### src/rtl/chaos_uart_pkg.sv
// Shared constants for the chaos UART transmitter: state encodings and frame geometry.
package chaos_uart_pkg;

    typedef enum logic [1:0] {
        IDLE  = 2'd0,
        START = 2'd1,
        DATA  = 2'd2,
        STOP  = 2'd3
    } tx_state_t;

    localparam int FRAME_BITS      = 10;
    localparam int DEFAULT_CLK_DIV = 16;

endpackage

### src/rtl/chaos_uart_fifo.sv
// Small power-of-two FIFO with occupancy count; read data is the current head entry.
module chaos_uart_fifo #(
    parameter int WIDTH = 8,
    parameter int DEPTH = 4
) (
    input  logic                     clock,
    input  logic                     resetb,
    input  logic                     push,
    input  logic [WIDTH-1:0]         push_data,
    input  logic                     pop,
    output logic [WIDTH-1:0]         pop_data,
    output logic                     full,
    output logic                     empty,
    output logic [$clog2(DEPTH):0]   count
);

    localparam int AW = $clog2(DEPTH);

    logic [WIDTH-1:0] mem_reg [DEPTH];
    logic [AW-1:0]    head_reg;
    logic [AW-1:0]    tail_reg;
    logic [AW:0]      count_reg;
    logic             do_push;
    logic             do_pop;

    assign full     = (count_reg == (AW+1)'(DEPTH));
    assign empty    = (count_reg == '0);
    // Guards use registered occupancy, so a pop never frees room for a same-edge push.
    assign do_push  = push && !full;
    assign do_pop   = pop && !empty;
    assign pop_data = mem_reg[head_reg];
    assign count    = count_reg;

    always_ff @(posedge clock) begin
        if (do_push) begin
            mem_reg[tail_reg] <= push_data;
        end
    end

    always_ff @(posedge clock or negedge resetb) begin
        if (!resetb) begin
            head_reg  <= '0;
            tail_reg  <= '0;
            count_reg <= '0;
        end else begin
            if (do_push) begin
                tail_reg <= tail_reg + AW'(1);
            end
            if (do_pop) begin
                head_reg <= head_reg + AW'(1);
            end
            if (do_push && !do_pop) begin
                count_reg <= count_reg + (AW+1)'(1);
            end else if (do_pop && !do_push) begin
                count_reg <= count_reg - (AW+1)'(1);
            end
        end
    end

endmodule

### src/rtl/chaos_uart_tx.sv
// 8N1 UART transmitter fed by a small FIFO; back-to-back frames have no idle gap.
module chaos_uart_tx
    import chaos_uart_pkg::*;
#(
    parameter int CLK_DIV    = DEFAULT_CLK_DIV,
    parameter int FIFO_DEPTH = 4
) (
    input  logic                          clock,
    input  logic                          resetb,
    input  logic [7:0]                    data_in,
    input  logic                          data_valid,
    output logic                          data_ready,
    output logic                          ser_tx,
    output logic                          busy,
    output logic [$clog2(FIFO_DEPTH):0]   fifo_count
);

    localparam int              CW       = $clog2(CLK_DIV);
    localparam logic [CW-1:0]   CNT_LAST = CW'(CLK_DIV - 1);

    tx_state_t     state_reg;
    logic [CW-1:0] cnt_reg;
    logic [2:0]    bit_idx_reg;
    logic [7:0]    shift_reg;
    logic          ser_reg;

    logic          fifo_full;
    logic          fifo_empty;
    logic [7:0]    fifo_data;
    logic          bit_done;
    logic          pop;

    assign bit_done = (cnt_reg == CNT_LAST);
    assign pop      = !fifo_empty && ((state_reg == IDLE) || (state_reg == STOP && bit_done));

    chaos_uart_fifo #(
        .WIDTH (8),
        .DEPTH (FIFO_DEPTH)
    ) u_fifo (
        .clock     (clock),
        .resetb    (resetb),
        .push      (data_valid),
        .push_data (data_in),
        .pop       (pop),
        .pop_data  (fifo_data),
        .full      (fifo_full),
        .empty     (fifo_empty),
        .count     (fifo_count)
    );

    assign data_ready = !fifo_full;
    assign busy       = (state_reg != IDLE) || !fifo_empty;
    assign ser_tx     = ser_reg;

    always_ff @(posedge clock or negedge resetb) begin
        if (!resetb) begin
            state_reg   <= IDLE;
            cnt_reg     <= '0;
            bit_idx_reg <= '0;
            shift_reg   <= '0;
            ser_reg     <= 1'b1;
        end else begin
            case (state_reg)
                IDLE: begin
                    ser_reg <= 1'b1;
                    cnt_reg <= '0;
                    if (!fifo_empty) begin
                        shift_reg <= fifo_data;
                        ser_reg   <= 1'b0;
                        state_reg <= START;
                    end
                end
                START: begin
                    if (bit_done) begin
                        cnt_reg     <= '0;
                        ser_reg     <= shift_reg[0];
                        shift_reg   <= shift_reg >> 1;
                        bit_idx_reg <= '0;
                        state_reg   <= DATA;
                    end else begin
                        cnt_reg <= cnt_reg + CW'(1);
                    end
                end
                DATA: begin
                    if (bit_done) begin
                        cnt_reg <= '0;
                        if (bit_idx_reg == 3'd7) begin
                            ser_reg   <= 1'b1;
                            state_reg <= STOP;
                        end else begin
                            ser_reg     <= shift_reg[0];
                            shift_reg   <= shift_reg >> 1;
                            bit_idx_reg <= bit_idx_reg + 3'd1;
                        end
                    end else begin
                        cnt_reg <= cnt_reg + CW'(1);
                    end
                end
                STOP: begin
                    if (bit_done) begin
                        cnt_reg <= '0;
                        // Chain straight into the next start bit when more data is waiting.
                        if (!fifo_empty) begin
                            shift_reg <= fifo_data;
                            ser_reg   <= 1'b0;
                            state_reg <= START;
                        end else begin
                            state_reg <= IDLE;
                        end
                    end else begin
                        cnt_reg <= cnt_reg + CW'(1);
                    end
                end
                default: begin
                    state_reg <= IDLE;
                    ser_reg   <= 1'b1;
                    cnt_reg   <= '0;
                end
            endcase
        end
    end

endmodule

### config.mk
export PLATFORM = sky130hd
export DESIGN_NAME = chaos_uart_tx
export DESIGN_NICKNAME = d
export VERILOG_FILES = /design/src/rtl/chaos_uart_pkg.sv /design/src/rtl/chaos_uart_fifo.sv /design/src/rtl/chaos_uart_tx.sv
export SDC_FILE = /design/constraint.sdc
export NUM_CORES = 1
export LEC_CHECK = 0
export CORE_MARGIN = 2
export CORE_UTILIZATION = 50
export DETAILED_ROUTE_END_ITERATION = 10
export PLACE_DENSITY = 0.75
export REMOVE_ABC_BUFFERS = 1
export SLEW_MARGIN = 10
export SYNTH_ARGS = -nofsm -noshare
export SYNTH_HDL_FRONTEND = slang
export SYNTH_SLANG_ARGS = --single-unit
### constraint.sdc
create_clock -name clock -period 2 [get_ports clock]
set_input_delay 0.2 -clock clock [delete_from_list [all_inputs] [get_ports clock]]
set_output_delay 0.2 -clock clock [all_outputs]
set_load 0.01 [all_outputs]
# Word level (Yosys, flattened, before mapping)
# Memory sizes are Yosys's and may differ from the RTL's.
# Index checks and enable logic that the tools add are counted.
# op_classes
addsub	6
n_eq_ne	13
muxes	30
n_reduce_logical	22
# op_table
operator	count
8-bit two-way mux	5
8-bit case mux with 4 select lines	1
3-bit two-way mux	5
2-bit != test (second input constant)	7
4-bit AND reduction	3
2-bit two-way mux	5
1-bit two-way mux	9
2-bit case mux with 4 select lines	1
4-bit case mux with 2 select lines	1
3-bit by 1-bit adder with 3-bit output (second input constant)	2
3-bit == test (second input constant)	2
1-bit logical AND	6
3-bit case mux with 2 select lines	1
2-bit nonzero test	3
5-bit AND reduction	1
2-bit by 1-bit adder with 2-bit output (second input constant)	2
4-bit by 1-bit adder with 4-bit output (second input constant)	1
2-bit == test (second input constant)	2
4-bit == test (second input constant)	1
1-bit zero test	4
4-bit two-way mux	1
1-bit case mux with 4 select lines	1
3-bit zero test	1
3-bit OR reduction	1
4 further kinds	5
# word_totals
regBits	25
ramBits	32
in_bits	11
output_inout_bits	6
word_cells	80
mem_count	1
# mem_list
memory	words	width	rd	rd_ports_with_merged_regs	wr	line_no	rtl
u_fifo.mem_reg	4	8	1	0	1	chaos_uart_fifo.sv:19	logic [WIDTH-1:0] mem_reg [DEPTH];

# Longest topological paths before layout
# depth
word_depth	8
depth_mapped	11
mapped_depth_nobuf	11

# Cells and area by module
# Synthesis repeated with hierarchy kept, for this count alone.
# hier_totals
cells_unflattened	171
hier_area_um2	2655.0
# modules_own_cells
mod	instances	cells_per_inst	area_each_um2	seq_area_each_um2
chaos_uart_fifo	1	77	1589.0	1136.1
chaos_uart_tx	1	94	1066.0	451.7

# Least setup slack after synthesis
# No wires, ideal clock.
# synth_path
kind	register to register
startpoint	register state_reg[0]
endpoint	register u_fifo.count_reg[2], in the netlist u_fifo.count[2]
arrival_ps	1971
path_slack_ps	-50
path_stages_with_launch	11
path_buffers	0
synth_period_minus_slack_ps	2050
path_cell_list	dfrtp_1 > ha_1 > a41oi_1 > nor2_1 > inv_1 > ha_1 > inv_1 > fa_1 > xor2_1 > nor2_1 > xor2_1
# synth_between
elab_chain_cells	8
# synth_lines
item	line_no	rtl
start: declaration	chaos_uart_tx.sv:21	tx_state_t state_reg;
start signal: assignment	chaos_uart_tx.sv:57	state_reg <= IDLE;
start signal: assignment	chaos_uart_tx.sv:70	state_reg <= START;
start signal: assignment	chaos_uart_tx.sv:79	state_reg <= DATA;
2-bit == test	chaos_uart_tx.sv:34	assign pop = !fifo_empty && ((state_reg == IDLE) || (state_reg == STOP && bit_done));
1-bit logical AND	chaos_uart_tx.sv:34	
1-bit logical OR (*)	chaos_uart_tx.sv:34	
1-bit logical AND (*)	chaos_uart_tx.sv:34	
1-bit logical AND (*)	chaos_uart_fifo.sv:30	assign do_pop = pop && !empty;
1-bit zero test	chaos_uart_fifo.sv:52	if (do_push && !do_pop) begin
1-bit logical AND	chaos_uart_fifo.sv:52	
3-bit two-way mux or 2-bit nonzero test (tied branches)	--	
end signal: assignment	chaos_uart_fifo.sv:53	count_reg <= count_reg + (AW+1)'(1);
end signal: assignment	chaos_uart_fifo.sv:55	count_reg <= count_reg - (AW+1)'(1);
end: declaration	chaos_uart_fifo.sv:22	logic [AW:0] count_reg;
# Mark *: on every way between the ends. The rest lies on a longest branch, timed or not.
# A chain may end at the register's enable or synchronous reset.

# Final worst setup path
# Same ends and word-level chain as after synthesis.

==> qor.log <==
INFO  setup_path     crit_path_cell_trace=inv_2, ha_4, a41oi_2, nor2_2, inv_1, ha_2, inv_2, fa_2, xor2_1, nor2_1, xor2_1
INFO  setup_path     setup.worst_path.start_class=flop
INFO  floorplan      placeableCoreArea=5040um^2
INFO  timing         skew=0.00644ns
INFO  layout         layout.area.seq=1590um^2
INFO  global_route   wire_length_of_the_first_global_routing_pass=8380um
INFO  timing         max_slew_headroom=0.698
INFO  synthesis      synthDistinctLibCells=39
INFO  routing        drc=0
INFO  setup_path     crit_path_end_kind=flop
INFO  routing        drt-initial-drc-count=79
INFO  timing         rsz0062_at_grt=true
INFO  setup_path     rr_worst_depth=11
INFO  global_route   grt_pass1_vias=1746
INFO  setup_path     crit_slowest_cell=dfrtp_1
INFO  clock_tree     numClockSinks=57
INFO  clock_tree     cts.hold.buffers_added=0
INFO  synthesis      synth_flop_cell=edfxtp_1
INFO  setup_path     worst_r2r_endpoint=u_fifo.count[2]
INFO  placed_design  numPortBuffers=16
INFO  synthesis      synth_edf_count=32
INFO  routing        postRouteAntennaNets=0
INFO  timing         maxSlewViolCount=0
INFO  layout         largest_register_ffs=32
INFO  global_route   initial_antenna_violation_count=0
INFO  synthesis      ys_seq_elements=57
INFO  setup_path     critical_path_peak_fanout=3
INFO  synthesis      yosys_warnings=0
INFO  floorplan      chipHeight=75.9um
INFO  setup_path     cp_data_arrival_time=2.26ns
INFO  timing         timing.final.hold_violations=0
INFO  synthesis      area_of_the_mapped_netlist=2590um^2
INFO  placed_design  dp_hpwl=3360um
INFO  layout         design.final.nets=251
INFO  placed_design  gp_congestion=0.806
INFO  clock_tree     cts.htree.levels=3
INFO  routing        drt_wl_total=5220um
INFO  setup_path     critical_setup_path_kind=flop to flop
INFO  floorplan      rows=26
INFO  timing         min_period_over_period=1.00
INFO  global_route   grt_start_max_net_pins=26
INFO  global_route   globalRoute.totalOverflow=0
INFO  floorplan      ioPinCount=17
INFO  status         result_of_the_run=finished, violations left
INFO  layout         drive_above_1_share=0.312
INFO  floorplan      die_w=75.9um
INFO  setup_path     rrSetupSlack=-0.008ns
INFO  synthesis      synth_seq_area_share=0.614
INFO  routing        drt_pre_antenna_iters=4
INFO  timing         setup_viol=1
INFO  clock_tree     numCtsBuffers=9
INFO  job            drv.max_cap_violation_count=0
INFO  synthesis      netlist_instances=178
INFO  pwr            max-vdd-ir-drop=0.000632V
INFO  status         violations_in_the_final_reports=negative setup slack
INFO  clock_tree     ctsRootBufferMaster=clkbuf_8
INFO  timing         hold_slack=0.231ns
INFO  global_route   total_global_routing_track_utilization=0.196
INFO  floorplan      floorplan.die_area=5760um^2
INFO  clock_tree     clock_latency=0.33ns
INFO  routing        route.detailed.wl_per_inst=17.4um
INFO  setup_path     timing.rr.start=state_reg[0]
INFO  clock_tree     cts_tree=yes
INFO  synthesis      asyncSetResetFlopFracSynth=0.439
INFO  pwr            power.static_leakage=1.33nW
INFO  setup_path     cp_slowest_stage_delay=0.39ns
INFO  pwr            power-per-cell-area=979nW/um^2
INFO  setup_path     critPathRequiredTime=2.25ns
INFO  timing         achievable-frequency=498MHz
INFO  hold_path      hold_path_class=input port to asynchronous set/reset pin
INFO  timing         worstMarginPinSlew=0.452ns
INFO  layout         multi_input_area=1000um^2
INFO  synthesis      synth.avg_cell_area=14.5um^2
INFO  clock_tree     cts.clk_slew.worst_paths=0.07ns
INFO  timing         final_period_minus_worst_setup_slack=2.01ns
INFO  routing        drt-vias-per-instance=5.43
INFO  layout         n_fill_cell=364
INFO  routing        detailroute.via_count=1633
INFO  timing         fin_tns_setup=-0.00836ns
INFO  timing         finalWorstSetupSlack=-0.00836ns
INFO  floorplan      effective_utilization_at_floorplan=0.513
INFO  clock_tree     max-clock-path-buffers=2
INFO  layout         antenna_cells_inserted=0
INFO  layout         areaGrowthSynthToFinish=26.5%
==> cell usage after synthesis, types with 2 or more instances <==
| master | n | area share |
|---|---|---|
| a21oi_1 | 7 | 0.014 |
| a21oi_2 | 2 | 0.0068 |
| a31oi_1 | 3 | 0.0073 |
| and3_1 | 5 | 0.012 |
| buf_2 | 4 | 0.0077 |
| dfrtp_1 | 24 | 0.23 |
| edfxtp_1 | 32 | 0.37 |
| ha_1 | 13 | 0.063 |
| inv_1 | 8 | 0.012 |
| mux2_2 | 3 | 0.013 |
| mux2i_1 | 7 | 0.027 |
| mux4_2 | 8 | 0.070 |
| nand2_1 | 9 | 0.013 |
| nand3_1 | 4 | 0.0077 |
| nor2_1 | 14 | 0.020 |
| nor2b_1 | 2 | 0.0048 |
| nor3_1 | 2 | 0.0039 |
| o21ai_0 | 3 | 0.0058 |
| o311ai_0 | 3 | 0.010 |
| xnor2_1 | 4 | 0.014 |
| xor2_1 | 3 | 0.010 |
==> layout make-up <==
class,instances,share of cell area
Clock buffer,10,0.0390
Clock inverter,6,0.0180
Inverter,8,0.00918
Multi-Input combinational cell,107,0.306
Sequential cell,57,0.486
Tap cell,70,0.0268
Timing Repair Buffer,43,0.115
==> report_power, final <==
group | internal [mW] | total (mW) | switching [mW]
clock | 0.566 | 1.02 | 0.450
sequential | 1.45 | 1.59 | 0.139
combinational | 0.309 | 0.600 | 0.291
total | 2.32 | 3.20 | 0.880
==> per-stage QoR <==
| stage | total power, mW | setup slack, ns | cells | instance area (um^2) | utilization |
|---|---|---|---|---|---|
| after floorplan | 1.85 | -0.0500 | 172 | 2550 | - |
| after global placement | 2.10 | 0.0287 | 281 | 2980 | 0.592 |
| after detailed placement | 2.16 | -0.102 | 281 | 2980 | 0.592 |
| after CTS | 3.22 | 0.00721 | 299 | 3250 | 0.644 |
| after global routing | 3.36 | -0.128 | 301 | 3270 | 0.649 |
| final | 3.20 | -0.00836 | 301 | 3270 | 0.649 |
==> metal layers <==
| layer | track usage | up-vias | share of wire |
|---|---|---|---|
| li1 | - | 754 | - |
| met1 | 0.199 | 836 | 0.38 |
| met2 | 0.354 | 32 | 0.55 |
| met3 | 0.0595 | 11 | 0.036 |
| met4 | 0.118 | 0 | 0.033 |
| met5 | 0 | - | 0 |
==> how the worst max path moves through the flow <==
stage                 start         endpoint  slack [ns]
6_report       state_reg[0]  u_fifo.count[2]      -0.008
2_1_floorplan  state_reg[0]  u_fifo.count[2]       -0.05
3_5_place_dp   state_reg[0]  u_fifo.count[2]       -0.10
5_1_grt        state_reg[1]  u_fifo.count[2]       -0.13
3_3_place_gp   state_reg[0]  u_fifo.count[2]        0.03
4_1_cts        state_reg[1]  u_fifo.count[2]       0.007
==> timing repair <==
item                       4_1_cts  5_1_grt
gates resized for setup         13        7
setup endpoints to repair        4       13
pin swaps                        4        7
setup buffers                    2        2
==> cells by family after synthesis <==
| family | synth area share |
|---|---|
| AOI/OAI and AO/OA | 0.0716 |
| xor gates and xnor gates | 0.0237 |
| adders and majority gates | 0.0706 |
| buffers and inverters | 0.0252 |
| DFF | 0.614 |
| muxes | 0.110 |
| and+or+nand+nor | 0.0852 |
==> cell usage in the layout (no fill, tap or decap), types with 4 or more instances in the layout <==
master,count
dfrtp_1,22
nand3_1,4
ha_1,8
a21oi_1,7
mux2i_1,7
clkbuf_8,9
nand2_1,9
inv_1,5
edfxtp_1,32
clkdlybuf4s50_1,15
ha_2,4
nor2_1,13
buf_4,26
xnor2_1,4
mux4_2,8
and3_1,5
==> critical path, delay by kind of cell, from the launching register on <==
| family | cells | cell delay (ns) |
|---|---|---|
| AO/OA/AOI/OAI | 1 | 0.17 |
| XOR/XNOR | 2 | 0.31 |
| adder cells (fa/ha/maj) | 3 | 0.69 |
| buffers and inverters | 3 | 0.18 |
| flip-flops | 1 | 0.39 |
| AND/OR/NAND/NOR | 2 | 0.18 |
Note: power is estimated with default switching activity, not from simulation.
